$ cat config.mk
export PLATFORM = sky130hd
export DESIGN_NAME = apb_fsm_controller
export DESIGN_NICKNAME = d
export VERILOG_FILES = /design/src/rtl/apb_fsm_controller.sv
export SDC_FILE = /design/constraint.sdc
export NUM_CORES = 1
export LEC_CHECK = 0
export ABC_AREA = 1
export BUFFER_PORTS_ARGS = -buffer_cell sky130_fd_sc_hd__buf_4
export CAP_MARGIN = 20
export CELL_PAD_IN_SITES_DETAIL_PLACEMENT = 0
export CELL_PAD_IN_SITES_GLOBAL_PLACEMENT = 2
export CORE_ASPECT_RATIO = 0.5
export CORE_MARGIN = 2
export CORE_UTILIZATION = 22
export DETAILED_ROUTE_END_ITERATION = 10
export PLACE_DENSITY_LB_ADDON = 0.1
export SYNTH_ARGS = -nofsm -noshare
export SYNTH_HDL_FRONTEND = slang
export SYNTH_SLANG_ARGS = --single-unit
$ cat constraint.sdc
create_clock -name hclk -period 5.32 [get_ports hclk]
set_clock_uncertainty 0.1 [all_clocks]
set_input_delay 1.596 -clock hclk [delete_from_list [all_inputs] [get_ports hclk]]
set_output_delay 1.596 -clock hclk [all_outputs]
set_load 0.02 [all_outputs]
$ cat src/rtl/apb_fsm_controller.sv
// AHB-to-APB bridge control FSM.
// Turns qualified AHB transfers into APB setup/access pairs. Outputs are
// registered and chosen by the (current state, next state) pair, so each
// output describes the state being entered on that edge.
//
// Handshake: hreadyout=1 means the bridge accepts the AHB transfer that
// `valid` currently flags; while hreadyout=0 the upstream master holds its
// address phase. The APB side has no pready, so every access completes in
// exactly one setup cycle (penable=0) and one access cycle (penable=1).
`timescale 1ns/1ps
module apb_fsm_controller (
    input  logic        hclk,
    input  logic        hresetn,
    input  logic        valid,
    input  logic        hwrite,
    input  logic        hwrite_reg,
    input  logic [31:0] haddr,
    input  logic [31:0] haddr1,
    input  logic [31:0] haddr2,
    input  logic [31:0] hwdata,
    input  logic [31:0] hwdata1,
    input  logic [31:0] hwdata2,
    input  logic [2:0]  temp_selx,
    output logic        pwrite,
    output logic        penable,
    output logic [2:0]  pselx,
    output logic [31:0] paddr,
    output logic [31:0] pwdata,
    output logic        hreadyout,
    output logic [2:0]  fsm_state
);

    typedef enum logic [2:0] {
        ST_IDLE     = 3'd0,
        ST_WWAIT    = 3'd1,
        ST_READ     = 3'd2,
        ST_WRITE    = 3'd3,
        ST_WRITEP   = 3'd4,
        ST_RENABLE  = 3'd5,
        ST_WENABLE  = 3'd6,
        ST_WENABLEP = 3'd7
    } state_t;

    state_t state;
    state_t next_state;

    // Two-cycle-old write data is part of the upstream pipeline but never
    // reaches the APB side; fold it into an unused sink so it stays visible.
    logic unused_hwdata2;
    assign unused_hwdata2 = ^hwdata2;

    // Debug view of the current state for checkers.
    assign fsm_state = state;

    // Next-state decode.
    always_comb begin
        next_state = ST_IDLE;
        case (state)
            ST_IDLE: begin
                if (valid && hwrite)
                    next_state = ST_WWAIT;
                else if (valid)
                    next_state = ST_READ;
                else
                    next_state = ST_IDLE;
            end
            ST_WWAIT: begin
                next_state = valid ? ST_WRITEP : ST_WRITE;
            end
            ST_READ: begin
                next_state = ST_RENABLE;
            end
            ST_WRITE: begin
                next_state = valid ? ST_WENABLEP : ST_WENABLE;
            end
            ST_WRITEP: begin
                next_state = ST_WENABLEP;
            end
            ST_RENABLE, ST_WENABLE: begin
                if (valid && hwrite)
                    next_state = ST_WWAIT;
                else if (valid)
                    next_state = ST_READ;
                else
                    next_state = ST_IDLE;
            end
            ST_WENABLEP: begin
                // A pipelined write was already accepted; its address and
                // data are now two/one cycles old respectively.
                if (!hwrite_reg)
                    next_state = ST_READ;
                else if (valid)
                    next_state = ST_WRITEP;
                else
                    next_state = ST_WRITE;
            end
            default: begin
                next_state = ST_IDLE;
            end
        endcase
    end

    // State register and registered APB/AHB outputs keyed on (state, next_state).
    always_ff @(posedge hclk or negedge hresetn) begin
        if (!hresetn) begin
            state     <= ST_IDLE;
            pwrite    <= 1'b0;
            penable   <= 1'b0;
            pselx     <= 3'b000;
            paddr     <= 32'h0;
            pwdata    <= 32'h0;
            hreadyout <= 1'b1;
        end else begin
            state <= next_state;
            case (next_state)
                ST_IDLE: begin
                    pselx     <= 3'b000;
                    penable   <= 1'b0;
                    pwrite    <= 1'b0;
                    hreadyout <= 1'b1;
                end
                ST_WWAIT: begin
                    // Wait for the write data phase; address/data/direction held.
                    pselx     <= 3'b000;
                    penable   <= 1'b0;
                    hreadyout <= 1'b1;
                end
                ST_READ: begin
                    // After a pipelined write, the read address is two cycles old.
                    paddr     <= (state == ST_WENABLEP) ? haddr2 : haddr;
                    pwrite    <= 1'b0;
                    pselx     <= temp_selx;
                    penable   <= 1'b0;
                    hreadyout <= 1'b0;
                end
                ST_WRITE, ST_WRITEP: begin
                    if (state == ST_WENABLEP) begin
                        paddr  <= haddr2;
                        pwdata <= hwdata1;
                    end else begin
                        paddr  <= haddr1;
                        pwdata <= hwdata;
                    end
                    pwrite    <= 1'b1;
                    pselx     <= temp_selx;
                    penable   <= 1'b0;
                    hreadyout <= 1'b0;
                end
                ST_RENABLE, ST_WENABLE, ST_WENABLEP: begin
                    // Access phase: select, address, data and direction held.
                    penable   <= 1'b1;
                    hreadyout <= 1'b1;
                end
                default: begin
                    pwrite    <= 1'b0;
                    penable   <= 1'b0;
                    pselx     <= 3'b000;
                    paddr     <= 32'h0;
                    pwdata    <= 32'h0;
                    hreadyout <= 1'b1;
                end
            endcase
        end
    end

endmodule

# Word level (Yosys, flattened, before mapping)
# Cells that the tools add are included.
[op_classes]
eq_ne = 14
mux = 14
n_reduce_logical = 14
[op_table]
columns = ["operator", "count"]
rows = [
  ["$mux 32", 3],
  ["$pmux 32 s2", 1],
  ["$eq 3x3->1 const B", 8],
  ["$pmux 3 s6", 1],
  ["$eq 3x2->1 const B", 4],
  ["$reduce_or 5->1", 2],
  ["$mux 3", 3],
  ["$reduce_or 3->1", 3],
  ["$eq 3x1->1 const B", 2],
  ["$logic_not 3->1", 2],
  ["$pmux 1 s2", 3],
  ["$pmux 3 s2", 1],
  ["$reduce_bool 2->1", 3],
  ["$reduce_or 2->1", 3],
  ["$mux 2", 1],
  ["$logic_and 1x1->1", 1],
  ["$mux 1", 1],
]
[totals]
regBits = 73
inputBits = 200
out_inout_bits = 73
elab_cells = 49

# Depth between registers and ports, before layout
[depth]
ltp_word = 6
mapped_depth = 14
depth_no_buf = 11

# Worst setup path after synthesis
# No wires, ideal clock.
[synth_timing]
kind = "input to register"
start = "input valid"
end = "register pwrite"
setup_time_ps = 126
arrival_ps = 2639
required_time_ps = 5094
setup_slack_ps = 2456
path_stages = 9
path_buffers = 1
path_cell_list = "inv_1 > nand4_1 > o21ai_4 > inv_2 > nor2_4 > inv_2 > o21ai_2 > buf_2 > a21oi_1"
[synth_between]
elab_chain_len = 6
word_cells_on_any_way = 15
classes_between = "3 x eq/ne; 7 x mux; 5 x reduce/logical"
[synth_lines]
columns = ["element", "line", "source"]
rows = [
  ["start: declaration", "14", "input logic valid,"],
  ["$mux 3 (*)", "68, 92", ""],
  ["$mux 3", "90", "if (!hwrite_reg)"],
  ["$pmux 3 s6 (*)", "58", "case (state)"],
  ["net next_state[2]", "45", "state_t next_state;"],
  ["$eq 3x2->1 (tied with other cells)", "115", "case (next_state)"],
  ["$reduce_or 2->1, on equally long branches", "-", ""],
  ["$pmux 1 s2 or $reduce_bool 2->1 (tied branches)", "-", ""],
  ["end signal: assignment", "107", "pwrite <= 1'b0;"],
  ["end signal: assignment", "119", "pwrite <= 1'b0;"],
  ["end signal: assignment", "131", "pwrite <= 1'b0;"],
  ["end: declaration", "24", "output logic pwrite,"],
]
# Mark *: on every way through the listed nets, which the timed path passes. The rest lies on a longest branch.
# A chain may end at the register's enable or synchronous reset.

# Worst setup path in the final report
[layout_timing]
start = "input valid"
end = "register pwdata[19]"
[layout_between]
elab_chain_len = 5
word_cells_on_any_way = 10
classes_between = "2 x eq/ne; 6 x mux; 2 x reduce/logical"
[layout_lines]
columns = ["element", "line", "source"]
rows = [
  ["$mux 3 or $logic_and 1x1->1 (tied branches)", "-", ""],
  ["$mux 3, on equally long branches", "90, 80", ""],
  ["$pmux 3 s6 (*)", "58", ""],
  ["net next_state[0]", "45", ""],
  ["$eq 3x2->1 or $eq 3x3->1 (tied branches)", "115", ""],
  ["$reduce_or 2->1 (*)", "115", ""],
  ["end signal: assignment", "139", "pwdata <= hwdata1;"],
  ["end signal: assignment", "142", "pwdata <= hwdata;"],
  ["end: declaration", "28", "output logic [31:0] pwdata,"],
]
# Marked as above.

==> flow_metrics.py <==
metrics = {
    "layout": {
        "post_layout_nonfiller_instances": 1281,
        "finish.net_count": 1203,
        "finish.utilization_pct": 33.9,
        "diodes": 0,
        "post_route_cells_drive_above_1_share_pct": 27.4,
        "layout.cells.most_common_list": "sky130_fd_sc_hd__nand2_1 (472), sky130_fd_sc_hd__buf_4 (245), sky130_fd_sc_hd__inv_1 (72), sky130_fd_sc_hd__dfrtp_1 (72), sky130_fd_sc_hd__nor2_1 (71)",
        "layout_commonest_cell": "sky130_fd_sc_hd__nand2_1",
        "area_growth_syn_to_layout_pct": 50.7,
    },
    "setup_path": {
        "worst_r2r_startpoint": "fsm_state[2]",
        "critical_path_class": "in -> reg",
        "reg2reg_to": "pwdata[19]",
        "worst_setup_path_end_kind": "flop",
        "rr_worst_depth": 9,
        "cp_data_required_time_ns": 5.44,
        "worst_setup_path_start_kind": "input port",
        "cp_max_fo": 33,
        "reg2reg_setup_slack_ns": 2.06,
        "worstPathArrival_ns": 3.55,
    },
    "yosys": {
        "synth_largest_area_cell": "sky130_fd_sc_hd__dfrtp_1",
        "synth_simple_gate_area_share_pct": 49.5,
        "dominant_combinational_cell_family_by_area_after_synthesis": "simple AND/OR/NAND/NOR gates",
        "postSynthRegisterBits": 73,
        "postSynthNetCount": 985,
        "synth_area_per_cell_um2": 5.92,
        "post_synthesis_cells": 785,
        "ys_seq_area_share_pct": 39.3,
        "synth_mux_area_share_pct": 0,
        "synthesis.area_um2": 4650,
        "synth-xor-area-share_pct": 0,
        "synth-adder-area-share_pct": 0,
        "synth_compound_gate_area_share_pct": 0.861,
        "yosysTopAreaCellShare_pct": 38.8,
        "netlist-cell-type-count": 19,
        "synth.yosys.warnings": 0,
        "netlist_top_cells_area": "sky130_fd_sc_hd__dfrtp_1 (39%), sky130_fd_sc_hd__nand2_1 (38%), sky130_fd_sc_hd__inv_1 (5.8%)",
    },
    "power_and_ir_drop": {
        "power.density_nw_per_um2": 687,
        "power.ir.vdd_worst_uv": 311,
        "finalPower_mw": 4.81,
        "leakagePower_nw": 4.40,
    },
    "global_routing": {
        "grt_pass1_vias": 4981,
        "grt_max_degree": 74,
        "grt_pass1_wl_mm": 26.2,
        "grt_antenna_before_repair": 0,
        "grt-ovfl-total": 0,
        "global_route.usage.total_pct": 14.8,
    },
    "sta": {
        "maxSlewViolCount": 0,
        "finalHoldWorstSlack_ns": 0.378,
        "setup_total_negative_slack_ns": 0,
        "timing.final.crit_share_pct": 64.5,
        "max_slew.worst_pin.slew_ns": 0.969,
        "hold_viol": 0,
        "setup_viol": 0,
        "timing.max_slew.rel_slack_pct": 35.1,
        "post-route-min-period_ns": 3.43,
        "clock.fmax_mhz": 291,
        "rsz_0062_raised_after_global_routing": "false",
    },
    "cts": {
        "clk_pin_slew_ns": 0.06,
        "max-clock-path-buffers": 2,
        "ctsResizeCount": 0,
        "cts_made_buffers": 9,
        "number_of_h_tree_branching_levels": 3,
        "hold_fix_buffers_at_cts": 0,
        "cts_tree": "built",
        "clock_sink_count": 73,
        "postCtsSetupRepairBufs": 0,
        "ctsRootBufferMaster": "sky130_fd_sc_hd__clkbuf_16",
        "worst_skew_pair.late_latency_ns": 0.32,
    },
    "drt": {
        "drt-vias-per-instance": 4.00,
        "final_antenna_net_count": 0,
        "totalWireLength_mm": 16.4,
        "residual_drc": 0,
        "drt-initial-drc-count": 213,
        "drt-pass1-iter-count": 4,
        "wl_per_cell_um": 12.8,
        "dr_total_vias": 5123,
    },
    "worst_hold_path": {
        "min_path_type": "reg -> reg",
        "min_delay_path_depth": 2,
        "hold-path-endpoint": "paddr[31]",
        "timing.hold.worst.start": "paddr[31]",
    },
    "die": {
        "boundaryPins": 273,
        "die-height_um": 107,
        "num_rows": 37,
        "die_area_um2": 22400,
        "starting_utilization_of_the_core_area_pct": 22.5,
        "fp.dieW_um": 210,
        "floorplan.core_area_um2": 20600,
    },
    "placement": {
        "gp_congestion": 0.760,
        "io_buffers": 240,
        "dp_hpwl_mm": 11.6,
        "placed_cells_incl_taps": 1264,
    },
    "flow_run": {
        "timing.max_cap.violations": 0,
    },
    "run_status": {
        "run_status": "complete, no violations",
    },
}
[worst max path at each step]
stage / from / endpoint / slack [ns] / cells past startpoint
detailed placement: valid / pwdata[19] / 1.50 / 13
floorplan: valid / pwrite / 2.46 / 9
finish: valid / pwdata[19] / 1.89 / 13
global route: valid / pwdata[29] / 1.70 / 13
CTS: valid / pwdata[19] / 1.85 / 13
global placement: valid / pwdata[22] / 1.19 / 12
[Yosys cell counts]
cell,count
sky130_fd_sc_hd__o21ai_1,2
sky130_fd_sc_hd__buf_2,12
sky130_fd_sc_hd__o21ai_2,1
sky130_fd_sc_hd__clkbuf_1,15
sky130_fd_sc_hd__o21ai_4,1
sky130_fd_sc_hd__dfstp_2,1
sky130_fd_sc_hd__buf_4,7
sky130_fd_sc_hd__nand4_1,2
sky130_fd_sc_hd__nor2_4,2
sky130_fd_sc_hd__dfrtp_1,72
sky130_fd_sc_hd__buf_1,6
sky130_fd_sc_hd__nand3_2,2
sky130_fd_sc_hd__nand3_1,39
sky130_fd_sc_hd__inv_1,72
sky130_fd_sc_hd__a21oi_1,1
sky130_fd_sc_hd__nand2_1,472
sky130_fd_sc_hd__nor2_1,71
sky130_fd_sc_hd__inv_2,5
sky130_fd_sc_hd__nor2_2,2
[final cells by class]
type	instances	area (um^2)
inverter	77	289
sequential	73	1830
clock inverter	6	67.6
tap	273	342
multi-input combinational	595	2360
fill	2274	13600
timing repair buffer	247	1890
clock buffer	10	229
[routing by layer]
| metal | wire (um) | global-route usage, % | part of all wire, % |
|---|---|---|---|
| met3 | 744 | 3.49 | 4.5 |
| met5 | 0 | 0 | 0 |
| met4 | 75 | 2.43 | 0.46 |
| met2 | 7770 | 25.4 | 47 |
| met1 | 7830 | 19.3 | 48 |
[state kept, by name, indices dropped and copies added, names as in the netlist]
register and flops:
pselx 3, penable 1, fsm_state 3, pwdata 32
hreadyout 1, paddr 32, pwrite 1
[where the power goes]
part	leakage [nW]	switching (mW)	total, mW	internal [mW]
Combinational	3.36	2.04	3.15	1.11
Sequential	0.893	0.174	1.06	0.883
Clock	0.139	0.247	0.613	0.365
Total	4.40	2.46	4.81	2.35
[per-stage QoR]
stage / setup WS [ns] / cell area (um^2)
5_1_grt: 1.70 / 7010
4_1_cts: 1.85 / 6980
3_3_place_gp: 1.19 / 6650
6_report: 1.89 / 7010
2_1_floorplan: 2.46 / 4650
3_5_place_dp: 1.50 / 6680
[kinds of logic (layout without fill, tap and decap cells)]
family                 count (synthesis)  in the layout
AND/OR/NAND/NOR                      590            590
buffers and inverters                117            340
flip-flops                            73             73
AO/OA/AOI/OAI                          5              5
[worst max-delay path: stages]
cell and delay, ns:
sky130_fd_sc_hd__buf_4 0.12, sky130_fd_sc_hd__nand2_1 0.05, sky130_fd_sc_hd__inv_1 0.04, sky130_fd_sc_hd__nand2_1 0.06, sky130_fd_sc_hd__nand3_1 0.06, sky130_fd_sc_hd__nor2_1 0.17
sky130_fd_sc_hd__nand3_1 0.13, sky130_fd_sc_hd__nand3_1 0.09, sky130_fd_sc_hd__buf_4 0.37, sky130_fd_sc_hd__nand2_1 0.42, sky130_fd_sc_hd__buf_16 0.30, sky130_fd_sc_hd__nand2_1 0.07
sky130_fd_sc_hd__nand2_1 0.05
Power figures use the tool's default switching activity.
